<file path="config.mk">
export PLATFORM = sky130hd
export DESIGN_NAME = reg_file_2r1w
export DESIGN_NICKNAME = d
export VERILOG_FILES = /design/src/rtl/reg_file_2r1w.sv
export SDC_FILE = /design/constraint.sdc
export NUM_CORES = 1
export LEC_CHECK = 0
export ABC_CLOCK_PERIOD_IN_PS = 26700
export CORE_AREA = 2 2 258 209
export CTS_CLUSTER_DIAMETER = 150
export CTS_CLUSTER_SIZE = 8
export DETAILED_ROUTE_END_ITERATION = 10
export DIE_AREA = 0 0 260 211
export PLACE_DENSITY = 0.81
export SYNTH_ARGS = -nofsm -noshare
export SYNTH_HDL_FRONTEND = slang
export SYNTH_SLANG_ARGS = --single-unit
</file>
<file path="constraint.sdc">
create_clock -name clk -period 26.7 [get_ports clk]
set_clock_uncertainty 0.05 [all_clocks]
set_input_delay 6.675 -clock clk [delete_from_list [all_inputs] [get_ports clk]]
set_output_delay 6.675 -clock clk [all_outputs]
set_load 0.02 [all_outputs]
</file>
<file path="src/rtl/reg_file_2r1w.sv">
// reg_file_2r1w: NUM_REGS x DATA_W register file with one general write port,
// a dedicated PC update port and two registered read ports.
// Optional feature: define REGFILE_BYPASS_EN to forward same-cycle write data
// to the read ports; otherwise reads are read-before-write.
module reg_file_2r1w #(
  parameter int unsigned DATA_W   = 32,
  parameter int unsigned NUM_REGS = 16,
  parameter int unsigned ADDR_W   = $clog2(NUM_REGS),
  parameter int unsigned PC_IDX   = NUM_REGS - 1
) (
  input  logic              clk,
  input  logic              reset,
  input  logic              wr_en,
  input  logic [ADDR_W-1:0] wr_addr,
  input  logic [DATA_W-1:0] wr_data,
  input  logic              pc_wr_en,
  input  logic [DATA_W-1:0] pc_next,
  input  logic              rd_en_a,
  input  logic [ADDR_W-1:0] rd_addr_a,
  input  logic              rd_en_b,
  input  logic [ADDR_W-1:0] rd_addr_b,
  output logic [DATA_W-1:0] rd_data_a,
  output logic              rd_valid_a,
  output logic [DATA_W-1:0] rd_data_b,
  output logic              rd_valid_b,
  output logic [DATA_W-1:0] pc_out
);

  localparam logic [ADDR_W-1:0] PC_ADDR = ADDR_W'(PC_IDX);

  logic [DATA_W-1:0] regs [NUM_REGS];
  logic [DATA_W-1:0] rd_sel_a_c;
  logic [DATA_W-1:0] rd_sel_b_c;

  // Register storage; the general write is applied last so it overrides pc_next on a PC conflict
  always_ff @(posedge clk or posedge reset) begin
    if (reset) begin
      for (int i = 0; i < int'(NUM_REGS); i++) begin
        regs[i] <= '0;
      end
    end else begin
      if (pc_wr_en) begin
        regs[PC_ADDR] <= pc_next;
      end
      if (wr_en) begin
        regs[wr_addr] <= wr_data;
      end
    end
  end

`ifdef REGFILE_BYPASS_EN
  // Port A operand select with write forwarding (general write beats PC advance)
  always_comb begin
    rd_sel_a_c = regs[rd_addr_a];
    if (wr_en && (wr_addr == rd_addr_a)) begin
      rd_sel_a_c = wr_data;
    end else if (pc_wr_en && (rd_addr_a == PC_ADDR)) begin
      rd_sel_a_c = pc_next;
    end
  end

  // Port B operand select with write forwarding (general write beats PC advance)
  always_comb begin
    rd_sel_b_c = regs[rd_addr_b];
    if (wr_en && (wr_addr == rd_addr_b)) begin
      rd_sel_b_c = wr_data;
    end else if (pc_wr_en && (rd_addr_b == PC_ADDR)) begin
      rd_sel_b_c = pc_next;
    end
  end
`else
  // Port A operand select from pre-edge storage
  always_comb begin
    rd_sel_a_c = regs[rd_addr_a];
  end

  // Port B operand select from pre-edge storage
  always_comb begin
    rd_sel_b_c = regs[rd_addr_b];
  end
`endif

  // Port A output register: data holds when idle, valid is a per-request strobe
  always_ff @(posedge clk or posedge reset) begin
    if (reset) begin
      rd_data_a  <= '0;
      rd_valid_a <= 1'b0;
    end else begin
      rd_valid_a <= rd_en_a;
      if (rd_en_a) begin
        rd_data_a <= rd_sel_a_c;
      end
    end
  end

  // Port B output register: data holds when idle, valid is a per-request strobe
  always_ff @(posedge clk or posedge reset) begin
    if (reset) begin
      rd_data_b  <= '0;
      rd_valid_b <= 1'b0;
    end else begin
      rd_valid_b <= rd_en_b;
      if (rd_en_b) begin
        rd_data_b <= rd_sel_b_c;
      end
    end
  end

  // Stored PC straight from storage, independent of forwarding
  assign pc_out = regs[PC_ADDR];

endmodule

</file>
* After elaboration in Yosys (flattened, before gate mapping)
Index checks and enable logic that the tools add are counted.
** Word-level totals
- Bits of input ports :: 82
- Output and inout bits :: 98
- Logic and storage cells :: 39
- Register bits after elaboration :: 578
** Operators by class
- Bitwise gates (word level) :: 3
- Reductions and logical operators :: 1
- Mux-type cells :: 11
- Magnitude comparators :: 4
** Operators with widths (count)
- 512-bit bitwise mux :: 1
- 32-bit binary-select mux with 4-bit select :: 2
- 32-bit 2-to-1 mux :: 7
- 32-bit demux with 4-bit select :: 1
- 5-bit greater-or-equal comparator (second input constant) :: 3
- 4-bit inverter with 5-bit output :: 3
- 5-bit by 1-bit < comparator with 1-bit output (second input constant) :: 1
- 1-bit logical AND :: 1

* Longest topological paths before layout
Gate-level depths: netlist of run 1.
- Word-level depth :: 7
- Mapped depth :: 6
- Depth with buffers taken out :: 3

* Worst setup path after synthesis of run 1
No wires, ideal clock.
- Path kind :: input -> register
- Start point :: in rd_addr_b[1]
- End point :: reg rd_data_b[5]
- Arrival :: 7.857 ns
- Cell stages on the path :: 6
- Data required time :: 26.504 ns
- Library setup time :: 0.146 ns
- Path slack :: 18.646 ns
- Path buffers :: 3
- Cells stage by stage :: buf_2 -> buf_6 -> buf_6 -> mux4_2 -> o22ai_1 -> a221oi_1
** Between the ends
- Longest elaborated chain between the ends :: 4
** RTL lines
- start, declared :: RTL line 21 : input logic [ADDR_W-1:0] rd_addr_b,
- 4-bit inverter with 5-bit output (not written as such) :: RTL line 79 : rd_sel_b_c = regs[rd_addr_b];
- 32-bit binary-select mux with 4-bit select :: RTL line 79
- 32-bit 2-to-1 mux (not written as such) (2 in a row) :: RTL line 79
- end signal, assigned :: RTL line 104 : rd_data_b <= rd_sel_b_c;
- end, declared :: RTL line 24 : output logic [DATA_W-1:0] rd_data_b,
No other way between the ends. The select of a mux whose other input is x is not followed.
A chain may end at the register's enable or synchronous reset.

==> results_dict.tcl, run 1 <==
set metrics [dict create \
    htreeDepth 3 \
    numCtsBuffers 82 \
    dp_hpwl_um 43400 \
    arrival_ns 9.70 \
    met3_usage 0.0815 \
    pwr-share-seq 0.448 \
    die-area_sq_um 54900 \
    grtUsageMet2 0.446 \
    power_density_nw_per_um2 82.1 \
    fin_tns_setup_ns 0 \
    power_switching_w 0.000755 \
    post-place-ws_ns 16.85 \
    seq_area_sq_um 14500 \
    place_congestion 0.765 \
    clockBufferDepth 3 \
    start_kind "primary input" \
    num_rows 75 \
    multiInputGateArea_sq_um 14000 \
    initialDrtViolationCount 1699 \
    post_cts_buffers 0 \
    die_w_um 260 \
    power.total_w 0.00275 \
    syn_inst 1887 \
    final.setup.worst_slack_ns 17.54 \
    required_ns 27.23 \
    initial_core_util 0.569 \
    finalCriticalPeriod_ns 9.16 \
    top_usage_layer "met2" \
    syn_nets 1969 \
    drt-total-wl_um 78600 \
    final_nets 2044 \
    hold_viol 0 \
    grt_setup_unrepaired "no" \
    avgSynthCellArea_sq_um 15.7 \
    syn-cell-area_sq_um 29600 \
    cts_sinks 578 \
    die_y_um 211 \
    setup.worst_path.class "in2async" \
    post_cts_resized 0 \
    cts_tree "yes" \
    grt_pass1_vias 19600 \
    fin_util 0.644 \
    cts_root_buf "clkbuf_16" \
    worst-slew-pin-transition_ns 1.18 \
    dpl_cell_area_sq_um 31400 \
    postRouteAntennaNets 0 \
    max_freq_ghz 0.109 \
    use_met1 0.411 \
    critPathMaxFanout 120 \
    route.vias.total 18600 \
    yosysSeqAreaShare 0.488 \
    slew_headroom 0.211 \
    drive_gt1_frac 0.472 \
    core_area_sq_um 52100 \
    synthDistinctLibCells 24 \
    maxSlewViolCount 0 \
    final.period_utilization 0.343 \
    dr.pass1.iters 7 \
    yosysWarnings 0 \
    stdcell_area_sq_um 33500 \
    leakage_nw 13.7 \
    grt-ovfl-total 0 \
    fill_cells 3550 \
    placement.io_buffers 179 \
    clockPowerShare 0.333 \
    status "finished, final reports clean" \
    peakVddDrop_mv 0.0506 \
    finalSetupViolations 0 \
    area_delta_synth_final_pct 13.2 \
    hp-class "reg2reg" \
    holdBufCountCts 0 \
    p_int_w 0.00200 \
    cap_violations 0 \
    grt_pass1_wl_um 121000 \
    switching_share 0.274 \
    clkLatencyLatePin_ns 0.62 \
    grt_max_degree 185 \
    clkTransAtPathRegs_ns 0.05 \
    end_kind "asynchronous set/reset pin" \
    yosys_register_bits 578 \
    pin_count 180 \
    vias_per_cell 6.98 \
    wl_per_cell_um 29.5 \
    grtUsageTotal 0.294 \
    antenna_found_initial 1 \
    power.share.combinational 0.219 \
    drc 0 \
]
==> sequential cells by signal, indices dropped and copies added (netlist names) <==
| register | count |
|---|---|
| rd_valid_a | 1 |
| pc_out | 32 |
| rd_data_a | 32 |
| rd_valid_b | 1 |
| rd_data_b | 32 |
| regs | 480 |
==> cell families (layout without fill, tap and decap cells) <==
family	Yosys count	in the layout	share of synthesized area
other	0	1	0
buffers and inverters	223	304	0.0429
multiplexers	864	864	0.423
flip-flops	578	578	0.488
AND/OR/NAND/NOR	94	94	0.0137
AO/OA/AOI/OAI	128	128	0.0324
==> metal layers <==
| metal | wire length, um | up-vias |
|---|---|---|
| li1 | - | 7426 |
| met1 | 31600 | 10000 |
| met2 | 37100 | 985 |
| met3 | 7360 | 167 |
| met4 | 2570 | 0 |
| met5 | 0 | - |
==> synth_stat cells <==
cell      count  area (sq um)
dfrtp_1     578         14500
nand2b_1      6          37.5
buf_6        18           203
nor2b_1       1          6.26
nor2_1       74           278
nand2_1       2          7.51
clkbuf_4      2          15.0
mux2_1       20           225
a221oi_1     64           561
clkbuf_1     70           263
and2_1        2          12.5
or3_1         3          18.8
mux2i_1      64           641
buf_4        53           398
mux4_2      256          5770
mux2_2      524          5900
or2_2         2          12.5
inv_1         1          3.75
nor3b_2       1          12.5
o22ai_1      64           400
nand3_1       1          5.00
buf_1         5          18.8
buf_2        74           370
nand3b_1      2          15.0
==> stage by stage <==
stage / instances / hold WS [ns]
3_3_place_gp: 2571 / 0.437
5_1_grt: 2662 / 0.485
2_1_floorplan: 1887 / 0.420
4_1_cts: 2661 / 0.463
3_5_place_dp: 2571 / 0.448
6_report: 2662 / 0.461
==> power by group through the flow <==
stage	combinational [W]	sequential [W]	clock, W
final	0.000604	0.00123	0.000916
after detailed placement	0.000602	0.00124	0
after global routing	0.000643	0.00125	0.000970
after global placement	0.000582	0.00122	0
after floorplan	0.000447	0.00120	0
after CTS	0.000606	0.00123	0.000928
==> cells in the final DEF (no fill, tap or decap), drive strengths merged <==
cell type | netlist | layout
nor2 | 74 | 74
clkdlybuf4s50 | 0 | 170
mux2 | 544 | 544
nand3 | 1 | 1
diode | 0 | 1
buf | 150 | 43
nand3b | 2 | 2
or3 | 3 | 3
and2 | 2 | 2
nand2b | 6 | 6
mux4 | 256 | 256
nor2b | 1 | 1
nand2 | 2 | 2
clkbuf | 72 | 84
o22ai | 64 | 64
mux2i | 64 | 64
clkinv | 0 | 4
inv | 1 | 3
nor3b | 1 | 1
dfrtp | 578 | 578
or2 | 2 | 2
a221oi | 64 | 64
==> path summary, 6_finish.rpt <==
kind | startpoint | end | slack [ns] | cells past startpoint
max reg2reg | pc_out[29] | rd_data_a[29] | 25.02 | 3
max | reset | regs[143] | 17.54 | 4
max in group clk | rd_addr_a[3] | rd_data_a[22] | 17.57 | 5
min | regs[356] | regs[356] | 0.46 | 1
min reg2reg | regs[356] | regs[356] | 0.46 | 1
min in group asynchronous | reset | regs[257] | 6.57 | 2
==> critical path, cell delays in order <==
cell and delay [ns]:
clkdlybuf4s50_1 0.49, inv_8 0.57, buf_4 0.82, buf_4 0.89
==> final cells by class <==
cell class / count / share of cell area
repair buffers: 213 / 0.0607
clock inverters: 6 / 0.00224
diodes: 1 / 0.0000746
inverters: 1 / 0.000336
flip-flops and latches: 578 / 0.431
well taps: 693 / 0.0259
clock buffers: 84 / 0.0627
multi-input cells: 1086 / 0.417
(Power assumes the default switching activity.)
==> run 2: changes to the inputs <==
- ABC_CLOCK_PERIOD_IN_PS: 26700 -> 8700
- clock period: 26.7 -> 8.7 ns (I/O delays scaled with it)
==> results_dict.tcl, run 2 (synthesis results as in run 1) <==
set metrics [dict create \
    slowest_delay_ns 1.07 \
    start_kind "primary input" \
    largest_reg_flops 480 \
    leakage_nw 13.7 \
    finalCriticalPeriod_ns 4.41 \
    clkLatencyLatePin_ns 0.61 \
    place_congestion 0.777 \
    wl_per_cell_um 29.3 \
    route.met3.wl_um 6760 \
    postRouteAntennaNets 0 \
    peakVddDrop_mv 0.168 \
    drt-total-wl_um 77900 \
    post_cts_resized 0 \
    grt_max_degree 182 \
    dp_hpwl_um 42500 \
    drive_gt1_frac 0.472 \
    grt_pass1_wl_um 120000 \
    stdcell_area_sq_um 33600 \
    core_area_sq_um 52100 \
    initialDrtViolationCount 1586 \
    die_y_um 211 \
    setup.worst_path.class "in2reg" \
    wl_met1_um 31600 \
    slew_headroom 0.180 \
    clkTransAtPathRegs_ns 0.05 \
    cts_root_buf "clkbuf_16" \
    path_buf_inv 3 \
    power_switching_w 0.00227 \
    final.period_utilization 0.506 \
    placement.io_buffers 179 \
    required_ns 9.07 \
    top_layer_used "met4" \
    cts_tree "yes" \
    vias_per_cell 6.92 \
    maxSlewViolCount 0 \
    grt_pass1_vias 19800 \
    worst-slew-pin-transition_ns 1.23 \
    final_cell_mix "578 x dfrtp_1, 524 x mux2_2, 256 x mux4_2" \
    end_kind "flip-flop" \
    num_rows 75 \
    slowest_stage "and2_1" \
    grtUsageTotal 0.294 \
    pin_count 180 \
    initial_core_util 0.569 \
    wl_met2_um 36800 \
    antenna_found_initial 0 \
    grt_setup_unrepaired "no" \
    power.share.combinational 0.218 \
    route.vias.total 18400 \
    grt-ovfl-total 0 \
    fill_cells 3573 \
    die_w_um 260 \
    cts_sinks 578 \
    area_delta_synth_final_pct 13.3 \
    final.setup.worst_slack_ns 4.29 \
    arrival_ns 4.78 \
    crit_path_frequent_cell "buf_4" \
    power_density_nw_per_um2 252 \
    numCtsBuffers 82 \
    layout_commonest_cell "dfrtp_1" \
    die-area_sq_um 54900 \
    multiInputGateArea_sq_um 14000 \
    pwr-share-seq 0.446 \
    cp_top_family "buffers and inverters" \
    final_nets 2045 \
    min_from "regs[89]" \
    worstPathCellList "buf_2 -> buf_4 -> and2_1 -> buf_4 -> a221oi_1" \
    switching_share 0.269 \
    clockBufferDepth 3 \
    seq_area_sq_um 14500 \
    dpl_cell_area_sq_um 31400 \
    hp-class "reg2reg" \
    post_cts_buffers 0 \
    p_int_w 0.00618 \
    setup.worst_path.start "rd_en_b" \
    status "finished, final reports clean" \
    post-place-ws_ns 3.83 \
    holdBufCountCts 0 \
    cap_violations 0 \
    critPathMaxFanout 66 \
    r2r-start "pc_out[26]" \
    drc 0 \
    clockPowerShare 0.335 \
    hold_viol 0 \
    regMostFlops "regs" \
    finalSetupViolations 0 \
    htreeDepth 3 \
    dr.pass1.iters 5 \
    max_freq_ghz 0.227 \
]
==> run 2: cell types whose count changed in the layout (fill, tap and decap cells not counted), sizes merged <==
cell	change
inv	-2
clkinvlp	+1
clkinv	-3
buf	+1
clkbuf	+3
==> run 2: path summary, 6_finish.rpt <==
| kind | endpoint | slack [ns] | cells past startpoint |
|---|---|---|---|
| hold reg to reg | regs[89] | 0.46 | 1 |
| setup / recovery | rd_data_b[23] | 4.29 | 5 |
| setup reg to reg | rd_data_b[26] | 7.15 | 3 |
| hold / removal | regs[89] | 0.46 | 1 |
| min in group asynchronous | regs[33] | 1.99 | 2 |
| max in group asynchronous | regs[412] | 4.97 | 4 |
==> run 2: cell type report <==
type	instances	area share
Tap cell	693	0.0258
Multi-Input combinational cell	1086	0.416
Clock inverter	2	0.000522
Clock buffer	87	0.0648
Inverter	1	0.000224
Timing Repair Buffer	214	0.0616
Sequential cell	578	0.431
Antenna cell	1	0.0000745
==> run 2: stage by stage <==
stage | total power (W) | setup TNS, ns | util | instances | hold WS (ns)
floorplan | 0.00506 | -809.49 | - | 1887 | 0.420
global placement | 0.00550 | 0 | 0.603 | 2572 | 0.438
detailed placement | 0.00562 | 0 | 0.603 | 2572 | 0.450
CTS | 0.00847 | 0 | 0.645 | 2661 | 0.460
global route | 0.00879 | 0 | 0.645 | 2661 | 0.476
finish | 0.00845 | 0 | 0.645 | 2662 | 0.458
==> run 2: power groups by stage <==
stage          clock [W]  combinational, W  sequential, W
6_report         0.00283           0.00184        0.00377
5_1_grt          0.00298           0.00197        0.00384
3_5_place_dp           0           0.00184        0.00378
3_3_place_gp           0           0.00177        0.00372
4_1_cts          0.00286           0.00185        0.00375
2_1_floorplan          0           0.00137        0.00369
==> run 2: metal layers <==
layer	GRT usage	vias to the layer above
li1	-	7430
met1	0.405	9890
met3	0.0791	212
met4	0.111	0
met2	0.453	886
met5	0	-
==> run 3: changes to the inputs <==
- ABC_CLOCK_PERIOD_IN_PS: 8700 -> 3850
- CORE_AREA: 2 2 258 209 -> 2 2 265 215
- DIE_AREA: 0 0 260 211 -> 0 0 267 217
- PLACE_DENSITY: 0.81 -> 0.8
- clock period: 8.7 -> 3.85 ns (I/O delays scaled with it)
==> results_dict.tcl, run 3 (synthesis results as in run 1) <==
set metrics [dict create \
    r2r_cells 3 \
    critPathMaxFanout 4 \
    drive_gt1_frac 0.483 \
    status "finished, final reports clean" \
    power_density_nw_per_um2 560 \
    final.setup.worst_slack_ns 1.03 \
    power.share.combinational 0.224 \
    core_area_sq_um 55700 \
    cts_sinks 578 \
    finalCriticalPeriod_ns 2.82 \
    cp_top_family "buffers and inverters" \
    area_delta_synth_final_pct 15.8 \
    path_buf_inv 1 \
    grt_setup_unrepaired "no" \
    worstPathCellList "clkdlybuf4s50_1" \
    holdBufCountCts 0 \
    fin_util 0.616 \
    finalSetupViolations 0 \
    die_y_um 217 \
    end_kind "primary output" \
    maxSlewViolCount 0 \
    dp.cells 2679 \
    cts_tree "yes" \
    peakVddDrop_mv 0.298 \
    seq_area_sq_um 14500 \
    clkTransAtPathRegs_ns 0.05 \
    post_cts_resized 0 \
    regMostFlops "regs" \
    htreeDepth 3 \
    pwr-share-seq 0.444 \
    die-area_sq_um 57900 \
    power.total_w 0.0192 \
    die_w_um 267 \
    post_cts_buffers 0 \
    rrSetupSlack_ns 2.06 \
    num_rows 78 \
    initialDrtViolationCount 1719 \
    grt_pass1_vias 19800 \
    arrival_ns 1.80 \
    final.period_utilization 0.731 \
    layout_commonest_cell "dfrtp_1" \
    grt-ovfl-total 0 \
    cap_violations 0 \
    initial_core_util 0.532 \
    grt_pass1_wl_um 122000 \
    final_cells 2769 \
    drt-total-wl_um 79500 \
    dr.pass1.iters 5 \
    wl_per_cell_um 28.7 \
    top_layer_used "met4" \
    final_nets 2085 \
    switching_share 0.276 \
    fill_cells 3902 \
    slew_headroom 0.379 \
    drc 0 \
    clkLatencyLatePin_ns 0.62 \
    wl_met2_um 37500 \
    dp_hpwl_um 48100 \
    leakage_nw 14.0 \
    power_switching_w 0.00531 \
    p_int_w 0.0139 \
    vias_per_cell 6.76 \
    route.vias.total 18700 \
    clockBufferDepth 3 \
    wl_met1_um 33600 \
    route.met3.wl_um 6030 \
    setup.worst_path.class "reg2out" \
    placement.io_buffers 179 \
    hp-class "reg2reg" \
    postRouteAntennaNets 0 \
    worst-slew-pin-transition_ns 0.931 \
    multiInputGateArea_sq_um 14000 \
    antenna_found_initial 0 \
    grt_max_degree 105 \
    max_freq_ghz 0.355 \
    cts_root_buf "clkbuf_16" \
    slowest_stage "clkdlybuf4s50_1" \
    numCtsBuffers 82 \
    largest_reg_flops 480 \
    pin_count 180 \
    stdcell_area_sq_um 34300 \
    hold_viol 0 \
    place_congestion 0.823 \
    required_ns 2.84 \
    clockPowerShare 0.332 \
    post-place-ws_ns 0.564 \
    grtUsageTotal 0.282 \
    cp.depth 1 \
    start_kind "flip-flop" \
    slowest_delay_ns 0.67 \
    dpl_cell_area_sq_um 32100 \
    final_cell_mix "578 x dfrtp_1, 524 x mux2_2, 256 x mux4_2" \
    min_delay_path_depth 1 \
    num_antenna_cells 0 \
]
## run 3: cell types whose count changed in the layout (fill, tap and decap cells not counted), sizes merged
| cell | delta |
|---|---|
| buf | +40 |
| clkbuf | -3 |
| clkinv | +3 |
| diode | -1 |
| inv | +1 |
## run 3: layout make-up
class                      count  share of cell area
clock buffer                  84              0.0612
clock inverter                 6             0.00219
inverter                       1            0.000219
multi-input combinational   1086               0.407
sequential                   578               0.421
tap                          760              0.0277
timing repair buffer         254              0.0800
## run 3: power groups by stage
stage,Combinational [W],Clock [W],Sequential (W)
finish,0.00430,0.00639,0.00853
global route,0.00458,0.00673,0.00868
CTS,0.00432,0.00646,0.00849
detailed placement,0.00427,0,0.00855
global placement,0.00412,0,0.00840
floorplan,0.00310,0,0.00833
## run 3: through the flow
step                      hold WS, ns  TNS (ns)
after floorplan                 0.420  -2911.96
after global placement          0.435         0
after detailed placement        0.457         0
final                           0.471         0
after global routing            0.481         0
after CTS                       0.467         0
## run 3: worst paths after layout
check                                 to       start
max in group asynchronous      regs[350]       reset
min reg2reg                    regs[354]   regs[354]
min                            regs[354]   regs[354]
max                           pc_out[11]  pc_out[11]
min in group asynchronous      regs[480]       reset
max reg2reg                rd_data_b[30]  pc_out[30]
## run 3: metal layers
metal / up-vias / global-route usage
li1: 7519 / -
met1: 10200 / 0.403
met2: 860 / 0.438
met3: 174 / 0.0552
met4: 0 / 0.0955
met5: - / 0
==> variant: new RTL, flow settings as in run 2 <==
`DATA_W`: 32 -> 48.
--- a/src/rtl/reg_file_2r1w.sv
+++ b/src/rtl/reg_file_2r1w.sv
@@ -3,7 +3,7 @@
 // Optional feature: define REGFILE_BYPASS_EN to forward same-cycle write data
 // to the read ports; otherwise reads are read-before-write.
 module reg_file_2r1w #(
-  parameter int unsigned DATA_W   = 32,
+  parameter int unsigned DATA_W   = 48,
   parameter int unsigned NUM_REGS = 16,
   parameter int unsigned ADDR_W   = $clog2(NUM_REGS),
   parameter int unsigned PC_IDX   = NUM_REGS - 1
Ports: changed (5 resized); port bits go from 180 to 260. No check against the original RTL was run, so the function may have changed too.
==> variant against run 2 <==
Sequential cell count up 288; worst hold slack better by 0.019 ns; maximum frequency decreased by 8.5%; worst setup slack got worse by 0.41 ns; cell area increased by 47%; die area stayed put; combinational power increased by 66%; area after synthesis increased by 49%; register-to-register slack lost 0.36 ns; first-iteration DRC count increased to 3.6 times the old value; total power grew 55%; routed wire length is 92% higher; critical endpoint is now regs[292]$_DFFE_PP0P_; largest power group unchanged.
==> variant: results (changes against run 2) <==
Main synth FF type=dfrtp_1; PostCTS Resize Cnt=0 (unchanged); layout cells sized above 1=0.458 (-0.0140); critical path fanouts, max=28 (-58%); Yosys cell types=23 (-4.2%); post-DP HPWL=69500 µm (+64%); leakage power total=20.3 nW (+48%); Place WS=3.48 ns (-0.352 ns); asr flop ratio synth=1.00 (unchanged); Hold Path Class=reg2reg; CTS max path bufs=3 (unchanged); synthesized net count=2924 (+49%); critical path's largest stage delay=1.04 ns (-0.03 ns); initial antenna violation count=9 (+9); DRT Pass-1 Iters=8 (+3); fill count=1181 (-67%); Critical-path top delay cell=nor2_4; outcome=completed; Synth top cells by count=dfrtp_1 (866), mux2_2 (748), mux4_2 (384); number of flip-flops in the largest register=720 (+50%); largest net degree at the start of global routing=185 (+1.6%); H-tree depth=3 (unchanged); Seq/Total Area, Yosys=0.489 (+0.00124); global placer's final weighted congestion=0.836 (+7.7%); NumNets Final=3015 (+47%); CP arrival=5.32 ns (+0.54 ns); Global Route Usage Sum=0.567 (+0.273); WL per Instance=41.6 µm (+42%); DR vias/cell=9.02 (+30%); VDD IR-drop max=0.260 mV (+55%); first-pass GRT wire length=224000 µm (+86%); Slew HR=0.123 (-0.0567); PortBufs=259 (+45%); Setup Buffers After CTS=0 (unchanged); Crit path max-delay family=simple AND/OR/NAND/NOR gates; synth top area cells=dfrtp_1 (49%), mux4_2 (20%), mux2_2 (19%); Skew-Pair Late Insertion Delay=0.69 ns (+0.08 ns); Starting DRT DRC Count=5776 (+260%); Yosys top cell area share=0.489 (+0.00124); Root Driver=clkbuf_16; Num CTS Buffers=118 (+44%); vias in the first global route=35413 (+79%); CTS clk-pin slew, worst paths=0.05 ns (about the same); Top reg by flops=regs
[variant: changes by cell type after synthesis, moves of 34 or more]
cell | before | now
dfrtp_1 | 578 | 866
mux2_1 | 20 | 68
mux4_2 | 256 | 384
buf_4 | 53 | 87
buf_2 | 74 | 120
mux2_2 | 524 | 748
[variant: area by class of cell]
| cell class | instances | area [µm²] | share of cell area |
|---|---|---|---|
| inverter | 1 | 7.51 | 0.000152 |
| antenna | 4 | 10.0 | 0.000202 |
| multi-input combinational | 1614 | 20900 | 0.422 |
| tap | 693 | 867 | 0.0175 |
| timing repair buffer | 300 | 2960 | 0.0598 |
| clock buffer | 120 | 3000 | 0.0607 |
| clock inverter | 5 | 51.3 | 0.00104 |
| sequential | 866 | 21700 | 0.438 |
[variant: path summary, 6_finish.rpt]
kind,slack [ns],from,end,depth (start not counted)
max in group asynchronous,4.83,reset,pc_out[14]$_DFF_PP0_,4
min in group asynchronous,1.94,reset,regs[195]$_DFFE_PP0P_,2
worst max register to register,6.79,pc_out[8]$_DFF_PP0_,rd_data_a[8]$_DFFE_PP0P_,3
worst min register to register,0.48,regs[468]$_DFFE_PP0P_,regs[468]$_DFFE_PP0P_,1
worst max-delay path,3.88,wr_addr[2],regs[292]$_DFFE_PP0P_,5
worst min-delay path,0.48,regs[468]$_DFFE_PP0P_,regs[468]$_DFFE_PP0P_,1
[variant: report_power, final]
part | internal, mW | switching (mW)
Clock | 2.39 | 1.72
Combinational | 1.72 | 1.34
Sequential | 4.93 | 0.952
[variant: through the flow]
stage / total power [mW] / area, µm² / instances / hold WS [ns] / util
floorplan: 7.58 / 44300 / 2810 / 0.420 / -
CTS: 12.8 / 49400 / 3599 / 0.462 / 0.949
finish: 13.1 / 49400 / 3603 / 0.476 / 0.949
detailed placement: 8.52 / 46400 / 3474 / 0.451 / 0.891
global placement: 8.19 / 46400 / 3474 / 0.435 / 0.891
global route: 13.3 / 49400 / 3600 / 0.483 / 0.949
[variant: routing by layer]
metal	wire length, µm	up-vias	track usage	part of all wire
li1	-	11045	-	-
met4	13900	14	0.453	0.093
met2	67000	4077	0.810	0.45
met3	23500	1391	0.244	0.16
met1	45300	15960	0.682	0.30
met5	89	-	0	0.00059
[variant: kinds of logic (layout without fill, tap and decap cells)]
| family | Yosys count | count (layout) | share of synthesized area |
|---|---|---|---|
| buffers and inverters | 330 | 426 | 0.0418 |
| muxes | 1296 | 1296 | 0.424 |
| other | 0 | 4 | 0 |
| AOI/OAI and AO/OA | 192 | 192 | 0.0325 |
| DFF | 866 | 866 | 0.489 |
| and+or+nand+nor | 126 | 126 | 0.0119 |
